==> src/rtl/sysconf_pkg.sv <==
`default_nettype none
// +-----------------------------------------------------------------------+
// | sysconf_pkg : shared parameter indices and arbiter state encoding      |
// | Revision    : 1.0                                                      |
// +-----------------------------------------------------------------------+
package sysconf_pkg;

    localparam logic [1:0] MEM_LIM_IX    = 2'd0;
    localparam logic [1:0] STACK_ORG_IX  = 2'd1;
    localparam logic [1:0] STACK_SIZE_IX = 2'd2;

    typedef enum logic [2:0] {
        ST_INIT_SEL = 3'd0,
        ST_INIT_RD  = 3'd1,
        ST_IDLE     = 3'd2,
        ST_CPU_LOCK = 3'd3,
        ST_AUX_SEL  = 3'd4,
        ST_AUX_RD   = 3'd5,
        ST_AUX_DONE = 3'd6
    } state_e;

endpackage
`default_nettype wire

==> src/rtl/sysconf_arb.sv <==
`default_nettype none
// +-----------------------------------------------------------------------+
// | sysconf_arb : boot-time shadow loader and CPU/aux arbiter for the      |
// |               select-then-read system configuration device             |
// | Revision    : 1.0                                                      |
// +-----------------------------------------------------------------------+
module sysconf_arb
    import sysconf_pkg::*;
#(
    parameter int unsigned LOCK_TIMEOUT = 16
) (
    input  logic        clk,
    input  logic        rst,
    input  logic        cpu_stb,
    input  logic        cpu_we,
    input  logic [31:0] cpu_data_in,
    output logic [31:0] cpu_data_out,
    output logic        cpu_ack,
    input  logic        aux_req,
    input  logic [1:0]  aux_ix,
    output logic [31:0] aux_data,
    output logic        aux_ack,
    output logic        dev_stb,
    output logic        dev_we,
    output logic [31:0] dev_data_out,
    input  logic [31:0] dev_data_in,
    input  logic        dev_ack,
    output logic [31:0] cfg_mem_lim,
    output logic [31:0] cfg_stack_org,
    output logic [31:0] cfg_stack_size,
    output logic        cfg_valid
);

    localparam logic [7:0] c_timer_last = 8'(LOCK_TIMEOUT - 1);

    state_e      state_q, state_d;
    logic [1:0]  ix_q, ix_d;
    logic [31:0] mem_lim_q, mem_lim_d;
    logic [31:0] stack_org_q, stack_org_d;
    logic [31:0] stack_size_q, stack_size_d;
    logic        valid_q, valid_d;
    logic [31:0] aux_data_q, aux_data_d;
    logic [7:0]  timer_q, timer_d;
    logic        last_aux_q, last_aux_d;
    logic        cpu_hold_q, cpu_hold_d;

    logic        cpu_win;
    logic        aux_win;

    // A CPU transfer stalled by the device keeps its grant until acked.
    assign cpu_win = cpu_stb && (cpu_hold_q || !aux_req || last_aux_q);
    assign aux_win = aux_req && !cpu_win;

    always_ff @(posedge clk or posedge rst) begin
        if (rst) begin
            state_q      <= ST_INIT_SEL;
            ix_q         <= 2'd0;
            mem_lim_q    <= 32'd0;
            stack_org_q  <= 32'd0;
            stack_size_q <= 32'd0;
            valid_q      <= 1'b0;
            aux_data_q   <= 32'd0;
            timer_q      <= 8'd0;
            last_aux_q   <= 1'b0;
            cpu_hold_q   <= 1'b0;
        end else begin
            state_q      <= state_d;
            ix_q         <= ix_d;
            mem_lim_q    <= mem_lim_d;
            stack_org_q  <= stack_org_d;
            stack_size_q <= stack_size_d;
            valid_q      <= valid_d;
            aux_data_q   <= aux_data_d;
            timer_q      <= timer_d;
            last_aux_q   <= last_aux_d;
            cpu_hold_q   <= cpu_hold_d;
        end
    end

    always_comb begin
        state_d      = state_q;
        ix_d         = ix_q;
        mem_lim_d    = mem_lim_q;
        stack_org_d  = stack_org_q;
        stack_size_d = stack_size_q;
        valid_d      = valid_q;
        aux_data_d   = aux_data_q;
        timer_d      = timer_q;
        last_aux_d   = last_aux_q;
        cpu_hold_d   = cpu_hold_q;
        dev_stb      = 1'b0;
        dev_we       = 1'b0;
        dev_data_out = 32'd0;
        cpu_ack      = 1'b0;
        cpu_data_out = 32'd0;

        case (state_q)
            ST_INIT_SEL: begin
                dev_stb      = 1'b1;
                dev_we       = 1'b1;
                dev_data_out = {30'd0, ix_q};
                if (dev_ack) state_d = ST_INIT_RD;
            end
            ST_INIT_RD: begin
                dev_stb = 1'b1;
                if (dev_ack) begin
                    case (ix_q)
                        MEM_LIM_IX:   mem_lim_d    = dev_data_in;
                        STACK_ORG_IX: stack_org_d  = dev_data_in;
                        default:      stack_size_d = dev_data_in;
                    endcase
                    if (ix_q == STACK_SIZE_IX) begin
                        state_d = ST_IDLE;
                        valid_d = 1'b1;
                    end else begin
                        ix_d    = ix_q + 2'd1;
                        state_d = ST_INIT_SEL;
                    end
                end
            end
            ST_IDLE: begin
                cpu_hold_d = 1'b0;
                if (cpu_win) begin
                    dev_stb      = cpu_stb;
                    dev_we       = cpu_we;
                    dev_data_out = cpu_data_in;
                    cpu_ack      = dev_ack;
                    cpu_data_out = dev_data_in;
                    if (!dev_ack) begin
                        cpu_hold_d = 1'b1;
                    end else if (cpu_we) begin
                        state_d = ST_CPU_LOCK;
                        timer_d = 8'd0;
                    end else begin
                        last_aux_d = 1'b0;
                    end
                end else if (aux_win) begin
                    ix_d    = aux_ix;
                    state_d = ST_AUX_SEL;
                end
            end
            ST_CPU_LOCK: begin
                dev_stb      = cpu_stb;
                dev_we       = cpu_we;
                dev_data_out = cpu_data_in;
                cpu_ack      = dev_ack;
                cpu_data_out = dev_data_in;
                if (cpu_stb) begin
                    if (dev_ack) begin
                        if (cpu_we) begin
                            timer_d = 8'd0;
                        end else begin
                            state_d    = ST_IDLE;
                            last_aux_d = 1'b0;
                        end
                    end
                end else if (timer_q == c_timer_last) begin
                    state_d    = ST_IDLE;
                    last_aux_d = 1'b0;
                end else begin
                    timer_d = timer_q + 8'd1;
                end
            end
            ST_AUX_SEL: begin
                dev_stb      = 1'b1;
                dev_we       = 1'b1;
                dev_data_out = {30'd0, ix_q};
                if (dev_ack) state_d = ST_AUX_RD;
            end
            ST_AUX_RD: begin
                dev_stb = 1'b1;
                if (dev_ack) begin
                    aux_data_d = dev_data_in;
                    state_d    = ST_AUX_DONE;
                end
            end
            ST_AUX_DONE: begin
                last_aux_d = 1'b1;
                state_d    = ST_IDLE;
            end
            default: state_d = ST_INIT_SEL;
        endcase
    end

    assign aux_ack        = (state_q == ST_AUX_DONE);
    assign aux_data       = aux_data_q;
    assign cfg_mem_lim    = mem_lim_q;
    assign cfg_stack_org  = stack_org_q;
    assign cfg_stack_size = stack_size_q;
    assign cfg_valid      = valid_q;

endmodule
`default_nettype wire

==> config.mk <==
export PLATFORM = sky130hd
export DESIGN_NAME = sysconf_arb
export DESIGN_NICKNAME = d
export VERILOG_FILES = /design/src/rtl/sysconf_pkg.sv /design/src/rtl/sysconf_arb.sv
export SDC_FILE = /design/constraint.sdc
export NUM_CORES = 1
export LEC_CHECK = 0
export BUFFER_PORTS_ARGS = -buffer_cell sky130_fd_sc_hd__clkbuf_2
export CAP_MARGIN = 20
export CORE_ASPECT_RATIO = 1.25
export CORE_MARGIN = 5
export CORE_UTILIZATION = 52
export DETAILED_ROUTE_END_ITERATION = 8
export PLACE_DENSITY = 0.95
export SETUP_SLACK_MARGIN = 0.3
export SYNTH_ARGS = -nofsm -noshare
export SYNTH_HDL_FRONTEND = slang
export SYNTH_SLANG_ARGS = --single-unit
export TNS_END_PERCENT = 5
==> constraint.sdc <==
create_clock -name clk -period 12.3 [get_ports clk]
set_clock_uncertainty 0.05 [all_clocks]
set_input_delay 1.845 -clock clk [delete_from_list [all_inputs] [get_ports clk]]
set_output_delay 1.845 -clock clk [all_outputs]
set_load 0.02 [all_outputs]
=== Word-level counts from Yosys, hierarchy flattened ===
Index checks and enable logic that the tools add are counted.

* Register bits: 144
* Output and inout bits: 197
* Logic and storage cells: 103

* Add/subtract/negate cells: 2
* Equality and inequality tests: 24
* Multiplexer cells: 43
* Bitwise gates (word level): 1
* Reduce and logical (&&, ||, !) cells: 23

{| class="wikitable"
|+ Operator list
! kind !! count
|-
| one-hot mux 32 bit (3 select lines) || 1
|-
| two-way mux 32 bit || 2
|-
| one-hot mux 32 bit (2 select lines) || 1
|-
| two-way mux 8 bit || 5
|-
| two-way mux 3 bit || 12
|-
| != test 3 bit, second input constant || 7
|-
| one-hot mux 3 bit (7 select lines) || 1
|-
| AND reduction 3 bit || 6
|-
| != test 2 bit, second input constant || 8
|-
| one-hot mux 8 bit (2 select lines) || 1
|-
| two-way mux 1 bit || 10
|-
| two-way mux 2 bit || 5
|-
| AND reduction 10 bit || 1
|-
| equality test 3 bit, second input constant || 3
|-
| one-hot mux 1 bit (3 select lines) || 3
|-
| adder 8 x 1 -> 8 bit, second input constant || 1
|-
| equality test 8 x 4 -> 1 bit, second input constant || 1
|-
| equality test 3 x 2 -> 1 bit, second input constant || 2
|-
| AND reduction 5 bit || 1
|-
| one-hot mux 2 bit (2 select lines) || 1
|-
| nonzero test 2 bit || 2
|-
| OR reduction 2 bit || 2
|-
| OR reduction 4 bit || 1
|-
| equality test 3 x 1 -> 1 bit, second input constant || 1
|-
| 12 further kinds || 15
|}

=== Depth between registers and ports, before layout ===
* Depth in word-level cells: 9
* Gate-level depth with buffers: 6

=== Least setup slack after synthesis ===
OpenSTA, ideal clock, no wires.

* Kind: input-to-output
* From: in cpu_stb
* To: out cpu_ack
* Arrival: 2.947 ns
* Setup slack: 7.458 ns
* Stages: 6
* Cell sequence: buf_2 > nor2_1 > nor3_1 > buf_2 > clkbuf_2 > and2_1

* Longest elaborated chain between the ends: 3

{| class="wikitable"
|+ Ends and longest elaborated chain
! item !! RTL line !! source
|-
| from (decl) || sysconf_arb.sv:14 || <nowiki>input logic cpu_stb,</nowiki>
|-
| logical AND 1 bit || sysconf_arb.sv:51 || <nowiki>assign cpu_win = cpu_stb && (cpu_hold_q || !aux_req || last_aux_q);</nowiki>
|-
| two-way mux 1 bit || sysconf_arb.sv:123 || <nowiki>if (cpu_win) begin</nowiki>
|-
| one-hot mux 1 bit (2 select lines) || sysconf_arb.sv:97 || <nowiki>case (state_q)</nowiki>
|-
| to (decl) || sysconf_arb.sv:18 || <nowiki>output logic cpu_ack,</nowiki>
|}

Every way passes these cells.

=== Final worst setup path ===
* From: in aux_req
* To: out dev_data_out[22]

* Longest elaborated chain between the ends: 6

{| class="wikitable"
|+ Ends and longest elaborated chain
! item !! RTL line !! source
|-
| from (decl) || sysconf_arb.sv:19 || <nowiki>input logic aux_req,</nowiki>
|-
| zero test 1 bit || sysconf_arb.sv:51 ||
|-
| logical OR 1 bit (2 in series) || sysconf_arb.sv:51 ||
|-
| logical AND 1 bit || sysconf_arb.sv:51 ||
|-
| two-way mux 32 bit || sysconf_arb.sv:123 ||
|-
| one-hot mux 32 bit (3 select lines) || sysconf_arb.sv:97 ||
|-
| to (decl) || sysconf_arb.sv:25 || <nowiki>output logic [31:0] dev_data_out,</nowiki>
|}

Every way passes these cells.

==> metrics.md <==
| Metric | Value |
|---|---|
| Status | `finished, final reports clean` |
| Hold Vio Cnt, Final | `0` |
| Crit-path max FO | `between 60 and 70` |
| Clk slew on worst S/H paths | `around 0.060 ns` |
| First-pass GRT wire length | `around 25 mm` |
| Top cells by area, synth | `dfrtp_1 (56%), mux2_2 (13%), mux2_4 (7.0%)` |
| Placed wire-length estimate | `11.66 mm` |
| Root Driver | `clkbuf_16` |
| Row Count | `between 40 and 50` |
| Top Metal Used | `met4` |
| Clk sinks | `144` |
| Initial Util | `between 50 and 60%` |
| Worst-Margin Slew | `a little under 1 ns` |
| Skew-Pair Late Insertion Delay | `slightly above 0.4 ns` |
| Number of global-route vias before repair | `between 4000 and 5000` |
| Most common cell after layout, fill and taps aside | `clkbuf_2` |
| Pwr dens | `approximately 280 nW/um^2` |
| CP endpoint kind | `output pin` |
| CP required | `about 10 ns` |
| Synth Register Bits | `around 140` |
| PortBufs | `around 270` |
| Sequential share of the synthesized area | `55.62%` |
| Psw | `0.9740 mW` |
| Via count | `around 4700` |
| CP arrival | `around 3.2 ns` |
| Crit Path Class | `input port to output pin` |
| Area Growth Syn to Fin | `30.17%` |
| Largest net degree at the start of global routing | `82` |
| GPL Wtd Cong | `~0.85` |
| HP Class | `flop to flop` |
| Slew headroom | `34.09%` |
| Post-CTS sizing | `0` |
| Combinational Power Share | `approximately 44%` |
| Postcts setup bufs | `0` |
| Die H | `134.8 um` |
| Drt initial violations | `~190` |
| Sw Ratio | `roughly 41%` |
| Met2 wire length | `8.576 mm` |
| CTS H-tree depth | `4` |
| Static leakage | `4.443 nW` |
| Final period utilization | `a little over 40%` |
| Antenna Cells | `0` |
| Global route overflow | `0` |
| Endpoints failing setup | `0` |
| Post-Syn Area | `between 6000 and 7000 um^2` |
| Longest Clk Path Bufs | `2` |
| Routed met1 length | `between 6 and 7 mm` |
| Post-synth top area share | `a little under three fifths` |
| Sequential Power Share | `between 30 and 40%` |
| Met3 WL | `roughly 1.2 mm` |
| Die area | `~15000 um^2` |
| Drt first pass iters | `4` |
| Most frequent cells in the layout | `clkbuf_2 (268), dfrtp_1 (144), mux2_2 (75), and2_1 (64), mux2_4 (30)` |
| Synth async-reset ratio | `100.0%` |
| Final Power | `around 2.4 mW` |
| Drt wl/cell | `between 15 and 20 um` |
| DRC | `0` |
| I/O pin count | `between 200 and 300` |
| Worst setup SP type | `input port` |
| Post-synthesis area per instance | `between 10 and 15 um^2` |
| Fin. max-slew vios | `0` |
| Fmax | `196.1 MHz` |
| Core ar. | `between 10000 and 15000 um^2` |
| Antenna-violating nets left | `0` |
| Synthesis warning total | `0` |
| Post-synth EDFFs | `0` |
| Total Wirelength | `16.43 mm` |
| Hold buffers post-CTS | `0` |
| Yosys cell types | `slightly below 60` |
| TNS Setup | `0 ns` |
| Max cap viols | `0` |
| Smallest hold slack | `0.4365 ns` |
| Cells after Synth | `461` |
| Nets | `between 800 and 900` |
| Total CTS buffers | `17` |
| Cell type with the largest total area after synthesis | `dfrtp_1` |
| CTS tree | `yes` |
| RSZ-0062 raised after global routing | `false` |
| Min Clock Period, post-route | `between 5 and 6 ns` |
| Initial antenna violation count | `0` |
| Layout cell share with drive strength beyond 1 | `between 50 and 60%` |
| Synth Flop Type | `dfrtp_1` |
| Int Pwr | `1.410 mW` |
| Synthesized net count | `roughly 540` |
| Power share of the clock group | `slightly above 20%` |
| Via-per-instance ratio | `~5.2` |
| Maximum VDD drop | `between 0.00015 and 0.0002 V` |
| Chip Width | `between 100 and 150 um` |
| GRT Resource Usage Total | `22.06%` |
[final cells by class]
class | instances | area, um^2
Clock buffer | 18 | 439.2
Clock inverter | 14 | 121.4
Fill cell | 899 | 3729
Inverter | 8 | 35.03
Multi-Input combinational cell | 281 | 2630
Sequential cell | 144 | 3603
Tap cell | 164 | 205.2
Timing Repair Buffer | 273 | 1399
[cell families after synthesis]
logic type               Yosys count  share of synthesized area, %
AND/OR/NAND/NOR                  109                         10.85
adder cells (fa/ha/maj)            4                        0.7725
XOR/XNOR                           1                        0.1352
flip-flops                       144                         55.62
multiplexers                     129                         24.16
AO/OA/AOI/OAI                     38                         4.578
buffers and inverters             36                         3.882
[metal layers]
layer | track usage, % | vias up
met3 | 4.782 | 29
met2 | 36.67 | 203
met1 | 27.37 | 2323
li1 | - | 2160
met4 | 9.771 | 0
met5 | 0 | -
[metrics by stage]
| stage | util, % | std cells | setup slack, ns | area (um^2) |
|---|---|---|---|---|
| CTS | 69.05 | 900 | 7.214 | 8398 |
| global route | 69.34 | 902 | 7.053 | 8433 |
| finish | 69.34 | 902 | 7.201 | 8433 |
| global placement | 64.44 | 868 | 7.267 | 7838 |
| detailed placement | 64.44 | 868 | 7.218 | 7838 |
| floorplan | - | 461 | 6.539 | 6479 |
[critical path, cell delays in order]
cell,delay [ns]
clkbuf_2,0.10
nor4b_2,0.18
nor3_2,0.17
buf_4,0.48
and2_1,0.22
clkbuf_2,0.17
[synthesized netlist by cell type, types with 2 or more instances]
cell / count
nor3_1: 3
a311oi_1: 3
ha_1: 4
a31oi_1: 4
dfrtp_1: 144
mux2_4: 30
o21ai_1: 2
clkbuf_1: 4
nand2_2: 2
inv_1: 8
nand2_1: 7
nand2b_1: 3
buf_6: 5
buf_4: 4
mux2_2: 75
a21oi_1: 4
nand4_1: 3
mux2_1: 24
clkbuf_2: 3
buf_12: 3
a22o_1: 3
buf_2: 9
o21ai_0: 4
nor2_1: 9
nor3b_1: 3
or3_1: 2
a211oi_1: 2
and2_1: 64
[registers in the layout (all words and copies together) (netlist names)]
signal / cells
cpu_hold_q: 1
timer_q: 8
last_aux_q: 1
cfg_mem_lim: 32
ix_q: 2
cfg_stack_org: 32
state_q: 3
cfg_valid: 1
aux_data: 32
cfg_stack_size: 32
[worst paths after layout]
check,startpoint,slack (ns),to,depth (start not counted)
max in group asynchronous,rst,9.36,cfg_stack_size[4],3
worst max register to register,state_q[0],9.98,cfg_stack_size[17],4
worst max-delay path,aux_req,7.20,dev_data_out[22],6
worst min register to register,cfg_valid,0.44,cfg_valid,1
min in group asynchronous,rst,1.43,aux_data[26],2
worst min-delay path,cfg_valid,0.44,cfg_valid,1
[power by group through the flow]
| stage | clock [mW] | sequential (mW) | combinational, mW |
|---|---|---|---|
| global placement | 0 | 0.834 | 1.03 |
| global route | 0.513 | 0.870 | 1.13 |
| CTS | 0.493 | 0.843 | 1.07 |
| detailed placement | 0 | 0.847 | 1.06 |
| floorplan | 0 | 1.08 | 0.464 |
| finish | 0.484 | 0.844 | 1.06 |
Note: power is estimated with default switching activity, not from simulation.
